<file path="config.mk">
export PLATFORM = sky130hd
export DESIGN_NAME = sync_decoder
export DESIGN_NICKNAME = d
export VERILOG_FILES = /design/src/rtl/sync_decoder_pkg.sv /design/src/rtl/sync_decoder_edge.sv /design/src/rtl/sync_decoder.sv
export SDC_FILE = /design/constraint.sdc
export NUM_CORES = 1
export LEC_CHECK = 0
export CAP_MARGIN = 20
export CORE_ASPECT_RATIO = 0.8
export CORE_MARGIN = 3
export CORE_UTILIZATION = 30
export CTS_BUF_LIST = sky130_fd_sc_hd__clkbuf_8 sky130_fd_sc_hd__clkbuf_16
export DETAILED_ROUTE_END_ITERATION = 10
export DONT_BUFFER_PORTS = 1
export GPL_TIMING_DRIVEN = 0
export SLEW_MARGIN = 25
export SYNTH_ARGS = -nofsm -noshare
export SYNTH_HDL_FRONTEND = slang
export SYNTH_SLANG_ARGS = --single-unit
</file>
<file path="constraint.sdc">
create_clock -name clk -period 2.5 [get_ports clk]
set_clock_uncertainty 0.05 [all_clocks]
set_input_delay 0.5 -clock clk [delete_from_list [all_inputs] [get_ports clk]]
set_output_delay 0.5 -clock clk [all_outputs]
set_load 0.02 [all_outputs]
</file>
<file path="src/rtl/sync_decoder_pkg.sv">
// Shared definitions for the sync decoder and its timing-generator peer.
// Holds the decoder state encoding, the raster counter widths and the
// default raster timing so that both ends of the sync link agree.
package sync_decoder_pkg;

  typedef enum logic [1:0] {
    ST_SEARCH  = 2'd0,
    ST_MEASURE = 2'd1,
    ST_LOCKED  = 2'd2
  } state_t;

  localparam int COL_W = 10;
  localparam int ROW_W = 9;

  localparam int DEF_LINE_CLKS    = 459;
  localparam int DEF_LINE_TOL     = 2;
  localparam int DEF_HSYNC_CLKS   = 29;
  localparam int DEF_FRAME_LINES0 = 259;
  localparam int DEF_FRAME_LINES1 = 312;
  localparam int DEF_LOCK_FRAMES  = 2;

  // Inclusive range test on a measured line length.
  function automatic logic in_window(input logic [COL_W:0] val,
                                     input int lo, input int hi);
    return (int'(val) >= lo) && (int'(val) <= hi);
  endfunction

endpackage

</file>
<file path="src/rtl/sync_decoder_edge.sv">
// Registers one active-low sync input and produces registered fall/rise
// pulses for it.
// Ports:
//   clk, reset_n : clock, async active-low reset
//   level        : raw sync input (already in the clk domain)
//   q            : level delayed by one clock (resets high = inactive)
//   fall         : one-clock pulse, registered, after a 1->0 transition
//   rise         : one-clock pulse, registered, after a 0->1 transition
module sync_edge_detect (
  input  logic clk,
  input  logic reset_n,
  input  logic level,
  output logic q,
  output logic fall,
  output logic rise
);

  always_ff @(posedge clk or negedge reset_n) begin
    if (!reset_n) begin
      q    <= 1'b1;
      fall <= 1'b0;
      rise <= 1'b0;
    end else begin
      q    <= level;
      fall <= q & ~level;
      rise <= ~q & level;
    end
  end

endmodule

</file>
<file path="src/rtl/sync_decoder.sv">
// Sync decoder: recovers column/row raster position and frame format from
// an active-low hsn/fsn pair, validates line/frame timing and reports lock.
// Ports:
//   clk, reset_n : clock, async active-low reset
//   hsn, fsn     : active-low horizontal / frame sync inputs
//   col, row     : recovered raster position
//   format       : 0 = FRAME_LINES0 frame, 1 = FRAME_LINES1 frame
//   locked       : timing validated
//   line_start   : pulse at each recovered line start
//   frame_start  : pulse at each recovered frame start
//   sync_err     : pulse on any line or frame check failure
//
// state      | meaning
// -----------+---------------------------------------------------------
// ST_SEARCH  | no frame reference; wait for the first frame start
// ST_MEASURE | counting consecutive good frames of a consistent format
// ST_LOCKED  | timing validated; format tracked, errors reported
module sync_decoder
  import sync_decoder_pkg::*;
#(
  parameter int LINE_CLKS    = DEF_LINE_CLKS,
  parameter int LINE_TOL     = DEF_LINE_TOL,
  parameter int HSYNC_CLKS   = DEF_HSYNC_CLKS,
  parameter int FRAME_LINES0 = DEF_FRAME_LINES0,
  parameter int FRAME_LINES1 = DEF_FRAME_LINES1,
  parameter int LOCK_FRAMES  = DEF_LOCK_FRAMES
) (
  input  logic             clk,
  input  logic             reset_n,
  input  logic             hsn,
  input  logic             fsn,
  output logic [COL_W-1:0] col,
  output logic [ROW_W-1:0] row,
  output logic             format,
  output logic             locked,
  output logic             line_start,
  output logic             frame_start,
  output logic             sync_err
);

  localparam int CNT_W = $clog2(LOCK_FRAMES + 1);
  localparam logic [CNT_W-1:0] LOCK_CNT = CNT_W'(LOCK_FRAMES);
  localparam logic [COL_W-1:0] COL_MAX  = '1;
  localparam logic [ROW_W-1:0] ROW_MAX  = '1;
  localparam logic [COL_W-1:0] HS_LEN   = COL_W'(HSYNC_CLKS);
  localparam logic [ROW_W:0]   F0_LEN   = (ROW_W+1)'(FRAME_LINES0);
  localparam logic [ROW_W:0]   F1_LEN   = (ROW_W+1)'(FRAME_LINES1);

  logic hsn_q, hsn_fall, hsn_rise;
  logic fsn_q, fsn_fall, fsn_rise;
  logic unused_fsn_edges;

  sync_edge_detect u_hsn (
    .clk     (clk),
    .reset_n (reset_n),
    .level   (hsn),
    .q       (hsn_q),
    .fall    (hsn_fall),
    .rise    (hsn_rise)
  );

  sync_edge_detect u_fsn (
    .clk     (clk),
    .reset_n (reset_n),
    .level   (fsn),
    .q       (fsn_q),
    .fall    (fsn_fall),
    .rise    (fsn_rise)
  );

  // Only the registered fsn level is used; frame start is qualified by line starts.
  assign unused_fsn_edges = fsn_fall | fsn_rise;

  state_t           state;
  logic [CNT_W-1:0] good_cnt;
  logic [CNT_W-1:0] cnt_next;
  logic             last_fmt;
  logic             fsn_prev_ls;
  logic [COL_W-1:0] hs_low;

  logic             line_evt, frame_evt, timeout;
  logic [COL_W:0]   line_len;
  logic [ROW_W:0]   frame_len;
  logic             len_err, hs_err, line_err;
  logic             good0, good1, frame_good, frame_err, meas_fmt;

  assign line_evt  = hsn_fall;
  // fsn_q holds fsn as sampled on the same edge that first saw hsn low.
  assign frame_evt = line_evt & ~fsn_q & fsn_prev_ls;
  assign timeout   = ~line_evt & (col == COL_MAX - 1'b1);

  assign line_len  = {1'b0, col} + 1'b1;
  assign len_err   = line_evt & ~in_window(line_len, LINE_CLKS - LINE_TOL,
                                           LINE_CLKS + LINE_TOL);
  assign hs_err    = hsn_rise & (hs_low != HS_LEN);
  assign line_err  = len_err | hs_err;

  assign frame_len  = {1'b0, row} + 1'b1;
  assign good0      = (frame_len == F0_LEN);
  assign good1      = (frame_len == F1_LEN);
  assign frame_good = frame_evt & (good0 | good1);
  assign frame_err  = frame_evt & ~(good0 | good1);
  assign meas_fmt   = good1;

  // A format change restarts the run at one good frame (this one).
  assign cnt_next = (meas_fmt != last_fmt) ? CNT_W'(1) : good_cnt + 1'b1;

  always_ff @(posedge clk or negedge reset_n) begin
    if (!reset_n) begin
      col         <= '0;
      row         <= '0;
      hs_low      <= '0;
      fsn_prev_ls <= 1'b1;
    end else begin
      if (line_evt)
        col <= '0;
      else if (col != COL_MAX)
        col <= col + 1'b1;

      if (timeout || frame_evt)
        row <= '0;
      else if (line_evt && (row != ROW_MAX))
        row <= row + 1'b1;

      if (line_evt)
        fsn_prev_ls <= fsn_q;

      // The registered fall arrives one clock into the low run, so start at 1.
      if (hsn_fall)
        hs_low <= COL_W'(1);
      else if (!hsn_q && (hs_low != COL_MAX))
        hs_low <= hs_low + 1'b1;
    end
  end

  always_ff @(posedge clk or negedge reset_n) begin
    if (!reset_n) begin
      state       <= ST_SEARCH;
      good_cnt    <= '0;
      last_fmt    <= 1'b0;
      format      <= 1'b0;
      locked      <= 1'b0;
      line_start  <= 1'b0;
      frame_start <= 1'b0;
      sync_err    <= 1'b0;
    end else begin
      line_start  <= line_evt;
      frame_start <= frame_evt;
      sync_err    <= 1'b0;

      if (timeout) begin
        state    <= ST_SEARCH;
        locked   <= 1'b0;
        good_cnt <= '0;
      end else begin
        case (state)
          ST_SEARCH: begin
            if (frame_evt) begin
              state    <= ST_MEASURE;
              good_cnt <= '0;
            end
          end
          ST_MEASURE: begin
            if (line_err || frame_err) begin
              sync_err <= 1'b1;
              good_cnt <= '0;
            end else if (frame_good) begin
              last_fmt <= meas_fmt;
              if (cnt_next == LOCK_CNT) begin
                state    <= ST_LOCKED;
                locked   <= 1'b1;
                format   <= meas_fmt;
                good_cnt <= '0;
              end else begin
                good_cnt <= cnt_next;
              end
            end
          end
          ST_LOCKED: begin
            if (line_err || frame_err)
              sync_err <= 1'b1;
            if (frame_err) begin
              state    <= ST_MEASURE;
              locked   <= 1'b0;
              good_cnt <= '0;
            end else if (frame_good) begin
              format   <= meas_fmt;
              last_fmt <= meas_fmt;
            end
          end
          default: begin
            state  <= ST_SEARCH;
            locked <= 1'b0;
          end
        endcase
      end
    end
  end

endmodule

</file>
# ---- After elaboration in Yosys (flattened, before gate mapping)
# Index checks and enable logic that the tools add are counted.
dict set report totals {
  reg_bits 44
}
dict set report op_classes {
  n_addsub 6
  n_lt_le_gt_ge 2
  n_eq_ne 23
  n_mux 40
  bitwise_logic 18
  n_reduce_logical 18
}
# op n
set op_table {}
lappend op_table {{$mux W10} 4}
lappend op_table {{$mux W2} 13}
lappend op_table {{$add A10 B1 Y10 const B} 2}
lappend op_table {{$eq A10 B9 Y1 const B} 2}
lappend op_table {{$ne A10 B10 Y1 const B} 2}
lappend op_table {{$mux W9} 2}
lappend op_table {{$mux W1} 16}
lappend op_table {{$ne A3 B3 Y1 const B} 5}
lappend op_table {{$ne A2 B2 Y1 const B} 6}
lappend op_table {{$pmux W2 S3} 2}
lappend op_table {{$add A10 B1 Y11 const B} 1}
lappend op_table {{$ge A11 B9 Y1 const B} 1}
lappend op_table {{$le A11 B9 Y1 const B} 1}
lappend op_table {{$add A9 B1 Y10 const B} 1}
lappend op_table {{$eq A10 B10 Y1 const B} 1}
lappend op_table {{$ne A10 B5 Y1 const B} 1}
lappend op_table {{$reduce_and A5 Y1} 2}
lappend op_table {{$add A9 B1 Y9 const B} 1}
lappend op_table {{$and A1 B1 Y1} 9}
lappend op_table {{$ne A9 B9 Y1 const B} 1}
lappend op_table {{$reduce_and A4 Y1} 2}
lappend op_table {{$reduce_bool A2 Y1} 4}
lappend op_table {{$not A1 Y1} 7}
lappend op_table {{$reduce_and A7 Y1} 1}
lappend op_table {{14 further kinds} 20}

# ---- Depth between registers and ports, before layout
# Gate-level depths: netlist (run 1).
dict set report depth {
  depth_word 10
  ltp_mapped 11
}

# ---- By module
# From an unflattened synthesis (run 1), not the netlist that was laid out.
dict set report unflattened {
  hier_cells 260
  area_unflattened_um2 2571.2
}
# module n_inst cells_per_inst area_each_um2
set by_module_without_submodules {}
lappend by_module_without_submodules {sync_decoder 1 250 2388.5}
lappend by_module_without_submodules {sync_edge_detect 2 5 91.3}

# ---- Worst setup path before layout (run 1)
# Ideal clock, no wire load.
dict set report synth_timing {
  path_type {register -> register}
  start {register row[0]}
  end {register state[1]}
  t_arrival_ns 2.654
  slack_ns -0.281
  path_stages_with_launch 11
  path_cell_list {dfrtp_1 ha_1 nand3_1 nor2_1 and3_1 ha_1 o2111a_1 o211ai_1 o41a_1 or3b_1 a21oi_1}
}
dict set report synth_between {
  elab_chain_cells 8
  elab_cells_between_ends 16
}
# element line_no
set synth_rtl {}
lappend synth_rtl {{from (decl)} sync_decoder.sv:33} ;# output logic [ROW_W-1:0] row,
lappend synth_rtl {{from (signal assigned)} sync_decoder.sv:123} ;# row <= row + 1'b1;
lappend synth_rtl {{$add A9 B1 Y10 (*)} sync_decoder.sv:98} ;# assign frame_len = {1'b0, row} + 1'b1;
lappend synth_rtl {{branches (longest 6 deep; another with $eq A10 B9 Y1)} --}
lappend synth_rtl {{$reduce_and A5 Y1 (no source line) (*)} --}
lappend synth_rtl {{to (signal assigned)} sync_decoder.sv:159} ;# state <= ST_MEASURE;
lappend synth_rtl {{to (signal assigned)} sync_decoder.sv:170} ;# state <= ST_LOCKED;
lappend synth_rtl {{to (signal assigned)} sync_decoder.sv:183} ;# state <= ST_MEASURE;
lappend synth_rtl {{to (decl)} sync_decoder.sv:74} ;# state_t state;
# Mark *: on every way between the ends.
# A chain may end at the register's enable or synchronous reset.

# ---- Final worst setup path (run 1)
dict set report layout_timing {
  start {register row[4]}
  end {register state[1]}
}
# The elaborated chain is that of the path after synthesis.

==> results of run 1 <==
[layout by cell type (no fill, tap or decap), types with 3 or more instances in the layout]
| cell type | synthesis | layout |
|---|---|---|
| sky130_fd_sc_hd__a21oi_1 | 19 | 18 |
| sky130_fd_sc_hd__mux2_2 | 4 | 3 |
| sky130_fd_sc_hd__nand4b_1 | 4 | 4 |
| sky130_fd_sc_hd__xnor2_1 | 7 | 7 |
| sky130_fd_sc_hd__nand3_1 | 10 | 9 |
| sky130_fd_sc_hd__nand4_1 | 3 | 3 |
| sky130_fd_sc_hd__nand2b_1 | 3 | 3 |
| sky130_fd_sc_hd__and2_1 | 3 | 3 |
| sky130_fd_sc_hd__xor2_1 | 9 | 9 |
| sky130_fd_sc_hd__a211oi_2 | 1 | 3 |
| sky130_fd_sc_hd__buf_4 | 0 | 9 |
| sky130_fd_sc_hd__clkbuf_1 | 4 | 4 |
| sky130_fd_sc_hd__nor3_1 | 5 | 3 |
| sky130_fd_sc_hd__a31oi_1 | 3 | 3 |
| sky130_fd_sc_hd__ha_1 | 12 | 9 |
| sky130_fd_sc_hd__dfrtp_1 | 41 | 35 |
| sky130_fd_sc_hd__nor2_1 | 22 | 20 |
| sky130_fd_sc_hd__and4_1 | 3 | 3 |
| sky130_fd_sc_hd__dfstp_2 | 3 | 3 |
| sky130_fd_sc_hd__inv_1 | 8 | 8 |
| sky130_fd_sc_hd__nor2b_1 | 5 | 5 |
| sky130_fd_sc_hd__and4b_1 | 4 | 4 |
| sky130_fd_sc_hd__dfrtp_2 | 0 | 6 |
| sky130_fd_sc_hd__nand2_1 | 17 | 16 |
| sky130_fd_sc_hd__o31ai_1 | 3 | 3 |
| sky130_fd_sc_hd__and3_1 | 9 | 8 |
| sky130_fd_sc_hd__o21ai_0 | 17 | 16 |
| sky130_fd_sc_hd__clkbuf_8 | 0 | 5 |
[synthesized netlist by cell type (all sizes together), types with 4 or more instances]
cell type	number
and3	10
a211oi	5
nor2b	5
inv	8
a21oi	19
nand2	17
nor3	5
nand3	10
xor2	9
o21ai	19
nor2	22
nand4b	4
xnor2	7
dfrtp	41
mux2	4
clkbuf	5
and4b	4
ha	12
[layout make-up]
type / instances / area, sq um
sequential: 44 / 1112
timing repair buffer: 15 / 135.1
inverter: 9 / 33.78
multi-input combinational: 195 / 1409
buffer: 7 / 32.53
clock buffer: 5 / 68.82
tap: 105 / 131.4
clock inverter: 3 / 37.54
fill: 756 / 4712
[what timing repair did]
| item | 4_1_cts | 5_1_grt |
|---|---|---|
| buffers inserted | 8 | 5 |
| setup endpoints to repair | 16 | 8 |
| gates resized for setup | 14 | 15 |
| hold buffers | 2 | 0 |
| pin swaps | 9 | 8 |
| hold endpoints to repair | 44 | 0 |
[flip-flops by register name, indices dropped and copies added, names as in the netlist, 2 cells and up]
register	cells
good_cnt	2
row	9
state	2
col	10
hs_low	10
[worst max-delay path by stage]
stage                       from        to  cells past startpoint
final                     row[4]  state[1]                     10
after global routing      row[1]  state[1]                     10
after CTS                 row[1]  state[1]                     10
after detailed placement  row[0]  state[1]                     10
after global placement    row[0]  state[1]                     10
after floorplan           row[0]  state[1]                     10
[per-layer routing]
metal / vias to the layer above / wire length (um)
met5: - / 0
met4: 0 / 61
met3: 7 / 211
met2: 40 / 2496
met1: 952 / 2755
li1: 981 / -
[per-stage QoR]
step | instances | util, % | TNS, ns | total power [mW]
6_report | 383 | 38.58 | -0.8070 | 2.126
5_1_grt | 383 | 38.58 | -1.508 | 2.267
4_1_cts | 378 | 37.23 | -1.560 | 2.101
3_5_place_dp | 360 | 34.10 | -3.038 | 1.506
3_3_place_gp | 360 | 34.10 | -2.734 | 1.493
2_1_floorplan | 255 | - | -0.09435 | 1.388
[kinds of logic (layout without fill, tap and decap cells)]
| logic type | count (synthesis) | in the layout | share of synthesized area [%] |
|---|---|---|---|
| xor gates and xnor gates | 16 | 16 | 5.691 |
| and+or+nand+nor | 99 | 99 | 22.21 |
| AOI/OAI and AO/OA | 63 | 63 | 16.31 |
| muxes | 5 | 5 | 2.236 |
| DFF | 44 | 44 | 44.87 |
| buffers and inverters | 16 | 39 | 2.591 |
| adders and majority gates | 12 | 12 | 6.097 |
[report_power, final]
part / internal (mW) / total [mW] / switching (mW)
logic: 0.272 / 0.608 / 0.336
clock network: 0.291 / 0.526 / 0.235
registers: 0.805 / 0.992 / 0.187
==> summary.txt, run 1 <==
Clocking
  • CTS tree: yes
  • Maximum level of the CTS H-tree: 2
  • Root Driver: sky130_fd_sc_hd__clkbuf_8
  • Reg clk slew, reported paths: 0.09 ns
  • TritonCTS Buffers: 5
  • Clock tree sinks: between 40 and 50
  • Skew-Pair Late Insertion Delay: ~0.30 ns
  • Max Root-Sink Buffers: 2

Global routing
  • First-pass GRT wire length: around 9.4 mm
  • Initial antenna violation count: 0
  • Met2 demand-to-capacity share in global routing: 18.97%
  • Maximum number of pins on one net before global-route repair: 45
  • Most used routing layer in global routing: met2
  • Met3 track demand over resource in global routing: between 3 and 4%
  • Global routing usage on met1: 17.54%
  • Leftover overflow at the end of global routing: 0
  • Tot GR Track Use: 12.47%
  • Vias in the first global route: 1919

Layout
  • Share of final-layout standard cells stronger than drive strength 1: 21.22%
  • P&R area growth vs syn: 20.22%
  • Antenna diode instance count: 0
  • Net count of the finished layout: 293
  • Final Cell Area: between 0.002 and 0.003 sq mm

Logic synthesis
  • Number of warnings reported in the yosys synthesis log: 0
  • Synthesized netlist net count: ~270
  • Count of flip-flops with a built-in enable after synthesis: 0
  • Number of register bits inferred by synthesis: 44
  • Cell count after synthesis: 255
  • Cell variety after synth: 53
  • Leading post-synthesis cells by cell area: sky130_fd_sc_hd__dfrtp_1 42%, sky130_fd_sc_hd__ha_1 6.1%, sky130_fd_sc_hd__a21oi_1 3.9%, sky130_fd_sc_hd__o21ai_0 3.5%, sky130_fd_sc_hd__nor2_1 3.4%
  • Largest area contributor in the synthesized netlist: sky130_fd_sc_hd__dfrtp_1
  • Fraction of post-synthesis cell area in the top cell type by area: 41.67%
  • Sequential element share of the synthesized area: 44.87%
  • Cell area after synthesis: about 0.0025 sq mm
  • Syn avg cell area: between 9 and 10 sq um
  • Synth Flop Type: sky130_fd_sc_hd__dfrtp_1
  • Async SR Flop Fraction: 100.0%

Power
  • Power per standard cell area: 718.2 mW/mm^2
  • Leakage power: 1.253 nW
  • Peak ir drop on the vdd network: 266.0 uV

Placement
  • Port Buffer Count: 0
  • Instance area after placement: between 0.002 and 0.003 sq mm
  • Placed wire-length estimate: approximately 3.7 mm
  • Worst slack after detailed placement: -0.3728 ns
  • RD Place Congestion: 0.8116

Critical path
  • Worst EP required: 2.68 ns
  • Maximum net fanout on the critical path: 9
  • Worst reg2reg startpoint: row[4]
  • Capture instance of the worst register-to-register path: state[1]
  • Critical path arrival: 2.90 ns
  • Category of cells accounting for the largest share of critical-path delay: compound AO/OA/AOI/OAI gates
  • Critical-path cell with the highest stage delay: sky130_fd_sc_hd__dfrtp_2
  • Peak per-stage delay on the critical path: 0.47 ns
  • Sort of element at the start of the critical path: flip-flop
  • Minimum setup slack among reg-to-reg paths: -0.22 ns
  • CP Buf/Inv Count: 1
  • Type of the worst setup path: flip-flop to flip-flop
  • Critical Path Sink Type: flip-flop
  • Depth of the worst register-to-register path: 10
  • Crit path cell chain: clkbuf_4, nand2_2, nor2_4, and3_4, ha_4, o2111a_2, o211ai_1, o41a_1, or3b_1, a21oi_1

Floorplan
  • Floorplan die width: 107.3 um
  • Count of pins on the block boundary: 28
  • Site Rows: 28
  • Starting utilization of the core area: 32.09%
  • Die Outline Area: a little over 0.009 sq mm
  • Core ar.: 0.007672 sq mm
  • Height of the die: 87.03 um

STA
  • Unrepaired setup endpoints after global routing: true
  • Tightest slew margin relative to the limit: 58.37%
  • Hold slack: between 0.15 and 0.2 ns
  • Final Hold Fails: 0
  • Minimum setup slack in the final design: -0.2183 ns
  • Final Setup Violations: 7
  • Max-slew violation count: 0
  • Fmax: 0.3679 GHz
  • Slew at the pin with the worst max-slew slack: 0.6164 ns
  • Share of the clock period used by the worst path: 108.7%
  • Min cycle time layout: 2.718 ns

Routing
  • Routed Wire Length: roughly 5.5 mm
  • First-pass iteration count of the detailed router: 4
  • Average wire per cell in the routed design: about 14 um
  • Drt via density: a little over 5
  • Vias after detailed routing: slightly below 2000
  • Antenna Violating Nets Remaining: 0
  • First-iteration detailed-routing DRC count: 108
  • Detailed-route DRC error count: 0

Hold path
  • Hold endpoint: u_fsn.q
  • Hold Path Origin: fsn
  • Hold depth: 0
  • Worst hold path class: input pin to flip-flop

Job
  • Max-cap violations: 0

Outcome
  • Failing checks: setup timing
  • Status: complete, but fails checks
No activity file was read; power rests on OpenSTA's default activity.
==> run 2: changes to the inputs <==
--- a/config.mk
+++ b/config.mk
@@ -5,6 +5,7 @@
 export SDC_FILE = /design/constraint.sdc
 export NUM_CORES = 1
 export LEC_CHECK = 0
+export ABC_AREA = 1
 export CAP_MARGIN = 20
 export CORE_ASPECT_RATIO = 0.8
 export CORE_MARGIN = 3
@@ -16,4 +17,5 @@
 export SLEW_MARGIN = 25
 export SYNTH_ARGS = -nofsm -noshare
 export SYNTH_HDL_FRONTEND = slang
+export SYNTH_HIERARCHICAL = 1
 export SYNTH_SLANG_ARGS = --single-unit
==> run 2 against run 1 <==
Setup slack gained 0.37 ns; utilization shrank 2.2 points; sequential share of layout area shrank 2.2 points; critical path type unchanged; sequential power is essentially flat; synthesized cell count grew 44%; routed wire length grew 14%; the flow finishes with violations (hold timing).
==> summary.txt, run 2 <==
Floorplan
  • Die Outline Area: 0.01020 sq mm (+9.2%)
  • Starting utilization of the core area: 31.33% (-0.76 points)
  • Core ar.: 0.008633 sq mm (+13%)
  • Height of the die: 90.94 um (+4.5%)
  • Count of pins on the block boundary: 28 (unchanged)
  • Site Rows: 30 (+7.1%)
  • Floorplan die width: 112.2 um (+4.5%)

Critical path
  • Maximum net fanout on the critical path: 7 (-2)
  • Critical path arrival: 2.48 ns (-0.42 ns)
  • Worst EP required: 2.63 ns (-0.05 ns)
  • Sort of element at the start of the critical path: flip-flop
  • Critical Path Sink Type: flip-flop
  • Depth of the worst register-to-register path: 14 (+4)
  • Type of the worst setup path: flip-flop to flip-flop
  • Minimum setup slack among reg-to-reg paths: 0.15 ns (+0.37 ns)

Global routing
  • First-pass GRT wire length: 11.00 mm (+17%)
  • Maximum number of pins on one net before global-route repair: 42 (-6.7%)
  • Leftover overflow at the end of global routing: 0 (unchanged)
  • Tot GR Track Use: 12.96% (+0.49 points)
  • Initial antenna violation count: 0 (unchanged)
  • Vias in the first global route: 2310 (+20%)

STA
  • Min cycle time layout: 2.348 ns (-0.3706 ns)
  • Minimum setup slack in the final design: 0.1523 ns (+0.3706 ns)
  • Final Setup Violations: 0 (-7)
  • Max-slew violation count: 0 (unchanged)
  • Unrepaired setup endpoints after global routing: true
  • Fmax: 0.4260 GHz (+16%)
  • Final Hold Fails: 4 (+4)
  • Hold slack: -0.003612 ns (-0.1582 ns)
  • Share of the clock period used by the worst path: 93.91% (-15 points)
  • Tightest slew margin relative to the limit: 49.67% (-8.7 points)
  • Slew at the pin with the worst max-slew slack: 0.7452 ns (+0.1289 ns)

Layout
  • Share of final-layout standard cells stronger than drive strength 1: 15.30% (-5.9 points)
  • Net count of the finished layout: 394 (+34%)
  • Biggest regs: col x10, hs_low x10, row x9
  • Filler Cell Count: 906 (+20%)
  • Most common cell after layout, fill and taps aside: sky130_fd_sc_hd__nand2_1
  • Most used cells in the layout excluding fill and tap cells: 87 x sky130_fd_sc_hd__nand2_1, 68 x sky130_fd_sc_hd__inv_1, 36 x sky130_fd_sc_hd__dfrtp_1
  • P&R area growth vs syn: 16.00%
  • Multi-input combinational cell area: 0.001394 sq mm (-1.1%)
  • FF+latch area: 0.001111 sq mm (-0.11%)
  • Antenna diode instance count: 0 (unchanged)
  • Final Cell Area: 0.003138 sq mm (+6.0%)

Routing
  • First-pass iteration count of the detailed router: 4 (unchanged)
  • Average wire per cell in the routed design: 12.87 um (-11%)
  • First-iteration detailed-routing DRC count: 185 (+71%)
  • Vias after detailed routing: 2307 (+17%)
  • Drt via density: 4.699 (-9.1%)
  • Routed Wire Length: 6.319 mm (+14%)
  • Detailed-route DRC error count: 0 (unchanged)
  • Antenna Violating Nets Remaining: 0 (unchanged)

Clocking
  • Skew-Pair Late Insertion Delay: 0.28 ns (-0.02 ns)
  • Root Driver: sky130_fd_sc_hd__clkbuf_16
  • CTS tree: yes
  • Reg clk slew, reported paths: 0.06 ns (-0.03 ns)
  • TritonCTS Buffers: 5 (unchanged)
  • Clock tree sinks: 44 (unchanged)
  • Maximum level of the CTS H-tree: 2 (unchanged)
  • Max Root-Sink Buffers: 2 (unchanged)

Logic synthesis
  • Syn avg cell area: 7.371 sq um (-24%)
  • Cell area after synthesis: 0.002705 sq mm (+9.9%)
  • Cell count after synthesis: 367 (+44%)
  • Number of warnings reported in the yosys synthesis log: 6 (+6)
  • Synthesized netlist net count: 383 (+41%)

Power
  • Power per standard cell area: 777.2 mW/mm^2 (+8.2%)
  • PnR Total Power: 2.439 mW (+15%)
  • Peak ir drop on the vdd network: 362.5 uV (+36%)
  • Leakage power: 1.576 nW (+26%)

Placement
  • Port Buffer Count: 0 (unchanged)
  • Instance area after placement: 0.002845 sq mm (+8.8%)
  • Placed wire-length estimate: 4.642 mm (+26%)
  • RD Place Congestion: 0.8226 (+1.4%)
  • Worst slack after detailed placement: -0.1622 ns (+0.2107 ns)

Outcome
  • Status: complete, but fails checks
  • Failing checks: hold timing

Hold path
  • Worst hold path class: input pin to async pin

Job
  • Max-cap violations: 0 (unchanged)
==> run 2: critical path: stages (launching register included) <==
cell and delay [ns]:
sky130_fd_sc_hd__dfrtp_2 0.51, sky130_fd_sc_hd__ha_4 0.20, sky130_fd_sc_hd__nand2_4 0.07, sky130_fd_sc_hd__nor2_4 0.13, sky130_fd_sc_hd__nand3_2 0.09, sky130_fd_sc_hd__nor2_2 0.13
sky130_fd_sc_hd__ha_1 0.25, sky130_fd_sc_hd__o21ai_2 0.11, sky130_fd_sc_hd__inv_1 0.09, sky130_fd_sc_hd__nand4_1 0.15, sky130_fd_sc_hd__nand4_1 0.13, sky130_fd_sc_hd__nand2_2 0.13
sky130_fd_sc_hd__nand3_2 0.10, sky130_fd_sc_hd__nand2_1 0.07, sky130_fd_sc_hd__nand2_1 0.04
==> run 2: final timing paths <==
kind,start,endpoint
setup / recovery,row[1],state[1]
hold / removal,reset_n,col[7]
setup reg to reg,row[1],state[1]
hold reg to reg,u_hsn/fall,line_start
max in group asynchronous,reset_n,u_hsn/q
min in group clk,fsn,u_fsn/q
==> run 2: stage by stage <==
step,instances,util [%],TNS (ns)
after floorplan,367,-,0
after global placement,479,32.96,-0.5788
after detailed placement,479,32.96,-0.8988
after CTS,488,35.29,0
after global routing,491,36.35,-0.005737
final,491,36.35,0
==> run 2: routing by layer <==
| metal | GRT usage [%] | share of wire (%) |
|---|---|---|
| met5 | 0 | 0 |
| met4 | 2.402 | 0.81 |
| met3 | 4.197 | 5.2 |
| met2 | 20.09 | 44 |
| met1 | 17.83 | 50 |
==> run 2: what timing repair did <==
item / CTS / global route
gates resized for setup: 4 / 17
buffers inserted: 0 / 2
setup endpoints to repair: 7 / 7
hold buffers: 1 / 1
pin swaps: 0 / 8
hold endpoints to repair: 41 / 3
==> run 2: cell type report <==
class                           instances  share of cell area, %
Multi-Input combinational cell        250                  44.42
Sequential cell                        44                  35.41
Inverter                               70                  8.373
Tap cell                              112                  4.466
Clock buffer                            5                  3.987
Timing Repair Buffer                    4                  1.675
Clock inverter                          3                  1.236
Buffer                                  3                 0.4386
==> run 2: power by group <==
| part | internal (mW) | switching, mW | leakage, nW | total (mW) |
|---|---|---|---|---|
| sequential | 0.814 | 0.193 | 0.575 | 1.01 |
| combinational | 0.258 | 0.439 | 0.916 | 0.697 |
| clock | 0.466 | 0.269 | 0.0850 | 0.735 |
| total | 1.54 | 0.901 | 1.58 | 2.44 |
==> run 3: changes to the inputs <==
--- a/config.mk
+++ b/config.mk
@@ -6,8 +6,8 @@
 export NUM_CORES = 1
 export LEC_CHECK = 0
 export ABC_AREA = 1
+export ABC_CLOCK_PERIOD_IN_PS = 2500
 export CAP_MARGIN = 20
-export CORE_ASPECT_RATIO = 0.8
 export CORE_MARGIN = 3
 export CORE_UTILIZATION = 30
 export CTS_BUF_LIST = sky130_fd_sc_hd__clkbuf_8 sky130_fd_sc_hd__clkbuf_16
==> run 3 against run 2 <==
Largest cell class unchanged; fmax about the same; register-to-register slack is essentially flat; the run now ends clean; critical endpoint is now last_fmt; critical path depth grew 1.
==> summary.txt, run 3 (same netlist as run 2, synthesis figures left out) <==
Global routing
  • Tot GR Track Use: 12.05% (-0.91 points)
  • Leftover overflow at the end of global routing: 0 (unchanged)
  • Maximum number of pins on one net before global-route repair: 45 (+7.1%)
  • First-pass GRT wire length: 10.08 mm (-8.3%)
  • Vias in the first global route: 2248 (-2.7%)
  • Initial antenna violation count: 0 (unchanged)

STA
  • Tightest slew margin relative to the limit: 51.93% (+2.3 points)
  • Slew at the pin with the worst max-slew slack: 0.7118 ns (-0.03345 ns)
  • Fmax: 0.4263 GHz (about the same)
  • Final Setup Violations: 0 (unchanged)
  • Share of the clock period used by the worst path: 93.84% (about the same)
  • Final Hold Fails: 0 (-4)
  • Max-slew violation count: 0 (unchanged)
  • Min cycle time layout: 2.346 ns (-0.001714 ns)
  • Unrepaired setup endpoints after global routing: false

Clocking
  • Skew-Pair Late Insertion Delay: 0.29 ns (about the same)
  • Root Driver: sky130_fd_sc_hd__clkbuf_8
  • Reg clk slew, reported paths: 0.09 ns (+0.03 ns)
  • Clock tree sinks: 44 (unchanged)
  • TritonCTS Buffers: 5 (unchanged)
  • Max Root-Sink Buffers: 2 (unchanged)
  • Maximum level of the CTS H-tree: 2 (unchanged)
  • CTS tree: yes

Floorplan
  • Core ar.: 0.008721 sq mm (+1.0%)
  • Die Outline Area: 0.01019 sq mm (about the same)
  • Height of the die: 101.0 um (+11%)
  • Count of pins on the block boundary: 28 (unchanged)
  • Starting utilization of the core area: 31.02% (-0.31 points)
  • Floorplan die width: 101.0 um (-10%)
  • Site Rows: 34 (+13%)

Power
  • Power per standard cell area: 719.3 mW/mm^2 (-7.5%)
  • Leakage power: 1.544 nW (-2.0%)
  • Fraction of power spent switching nets: 38.65% (+1.7 points)
  • Seq pwr share: 45.2% (+3.9 points)
  • Clock share of power: 24.2% (-5.9 points)
  • Portion of total power attributed to combinational logic: 30.6% (+2.0 points)
  • Cell-internal power: 1.362 mW (-11%)
  • Peak ir drop on the vdd network: 303.7 uV (-16%)
  • Total net switching power: 0.8580 mW (-4.8%)

Placement
  • Placed wire-length estimate: 4.292 mm (-7.5%)
  • Instance area after placement: 0.002840 sq mm (-0.18%)
  • Port Buffer Count: 0 (unchanged)
  • RD Place Congestion: 0.8281 (+0.67%)

Routing
  • Routed Wire Length: 5.822 mm (-7.9%)
  • First-iteration detailed-routing DRC count: 88 (-52%)
  • Detailed-route DRC error count: 0 (unchanged)
  • Vias after detailed routing: 2330 (+1.0%)
  • First-pass iteration count of the detailed router: 4 (unchanged)
  • Antenna Violating Nets Remaining: 0 (unchanged)
  • Drt via density: 4.775 (+1.6%)
  • Average wire per cell in the routed design: 11.93 um (-7.3%)

Job
  • Max-cap violations: 0 (unchanged)

Layout
  • Core utilization of the finished layout: 35.39% (-0.95 points)
  • Share of final-layout standard cells stronger than drive strength 1: 15.79% (+0.49 points)
  • Net count of the finished layout: 395 (+0.25%)
  • Biggest regs: col x10, hs_low x10, row x9
  • P&R area growth vs syn: 14.11%
  • Final Cell Area: 0.003087 sq mm (-1.6%)
  • Antenna diode instance count: 0 (unchanged)
  • Most used cells in the layout excluding fill and tap cells: 87 x sky130_fd_sc_hd__nand2_1, 67 x sky130_fd_sc_hd__inv_1, 36 x sky130_fd_sc_hd__dfrtp_1
  • Filler Cell Count: 904 (-0.22%)
  • Most common cell after layout, fill and taps aside: sky130_fd_sc_hd__nand2_1

Critical path
  • Critical path arrival: 2.49 ns (about the same)
  • Depth of the worst register-to-register path: 15 (+1)
  • Maximum net fanout on the critical path: 7 (unchanged)
  • Worst EP required: 2.64 ns (about the same)
  • Critical Path Sink Type: flip-flop
  • Type of the worst setup path: flip-flop to flip-flop
  • Sort of element at the start of the critical path: flip-flop

Hold path
  • Worst hold path class: input pin to flip-flop
  • Hold depth: 0

Outcome
  • Status: finished clean
## run 3: worst max-delay path: stages, from the launching register on
cell	delay (ns)
sky130_fd_sc_hd__dfrtp_2	0.51
sky130_fd_sc_hd__ha_4	0.19
sky130_fd_sc_hd__nand2_2	0.08
sky130_fd_sc_hd__nor2_4	0.13
sky130_fd_sc_hd__nand3_2	0.09
sky130_fd_sc_hd__nor2_2	0.14
sky130_fd_sc_hd__ha_1	0.20
sky130_fd_sc_hd__o21ai_4	0.09
sky130_fd_sc_hd__nor2_4	0.10
sky130_fd_sc_hd__nand2_2	0.09
sky130_fd_sc_hd__nand2_4	0.10
sky130_fd_sc_hd__nand3_4	0.12
sky130_fd_sc_hd__nand2_4	0.13
sky130_fd_sc_hd__nand2_2	0.06
sky130_fd_sc_hd__o21ai_2	0.11
sky130_fd_sc_hd__inv_1	0.05
## run 3: what timing repair did
action                     in CTS  in global routing
resized for setup               4                 18
gates cloned                    0                  0
setup buffers                   0                  3
hold endpoints to repair       44                  0
setup endpoints to repair       7                  7
hold buffers                    2                  0
pin swaps                       0                 10
## run 3: final cells by class
class / count / area [sq um] / area share, %
multi-input cells: 250 / 1396 / 45.24
flip-flops and latches: 44 / 1111 / 36.00
inverters: 70 / 262.8 / 8.512
well taps: 108 / 135.1 / 4.378
clock buffers: 5 / 68.82 / 2.229
repair buffers: 5 / 60.06 / 1.946
clock inverters: 3 / 38.79 / 1.257
plain buffers: 3 / 13.76 / 0.4459
## run 3: layer usage
layer	track usage (%)	part of all wire (%)
met1	15.61	47
met2	19.14	44
met3	3.806	6.8
met4	3.783	1.4
met5	0	0
## run 3: power groups by stage
stage                     Clock, mW  Sequential (mW)  Combinational [mW]
after floorplan                   0            0.976               0.518
after global placement            0             1.01               0.607
after detailed placement          0             1.01               0.618
after CTS                     0.564            0.999               0.645
after global routing          0.589             1.02               0.785
final                         0.537             1.00               0.679
## run 3: worst paths after layout
check / to / slack, ns / from
worst min register to register: line_start / 0.34 / u_hsn/fall
min in group asynchronous: frame_start / 0.65 / reset_n
worst max-delay path: last_fmt / 0.15 / row[1]
max in group asynchronous: u_hsn/q / 1.49 / reset_n
worst max register to register: last_fmt / 0.15 / row[1]
worst min-delay path: u_fsn/q / 0.14 / fsn
## run 3: metrics by stage
stage	setup TNS (ns)	cells	hold slack (ns)	power, mW	setup WS, ns
6_report	0	488	0.1438	2.220	0.1541
5_1_grt	0	488	0.1184	2.397	0.001689
4_1_cts	0	485	0.1244	2.208	0.02372
3_5_place_dp	-0.9577	475	0.1556	1.627	-0.1686
3_3_place_gp	-0.7371	475	0.1566	1.615	-0.1406
2_1_floorplan	0	367	0.1544	1.494	0.1362
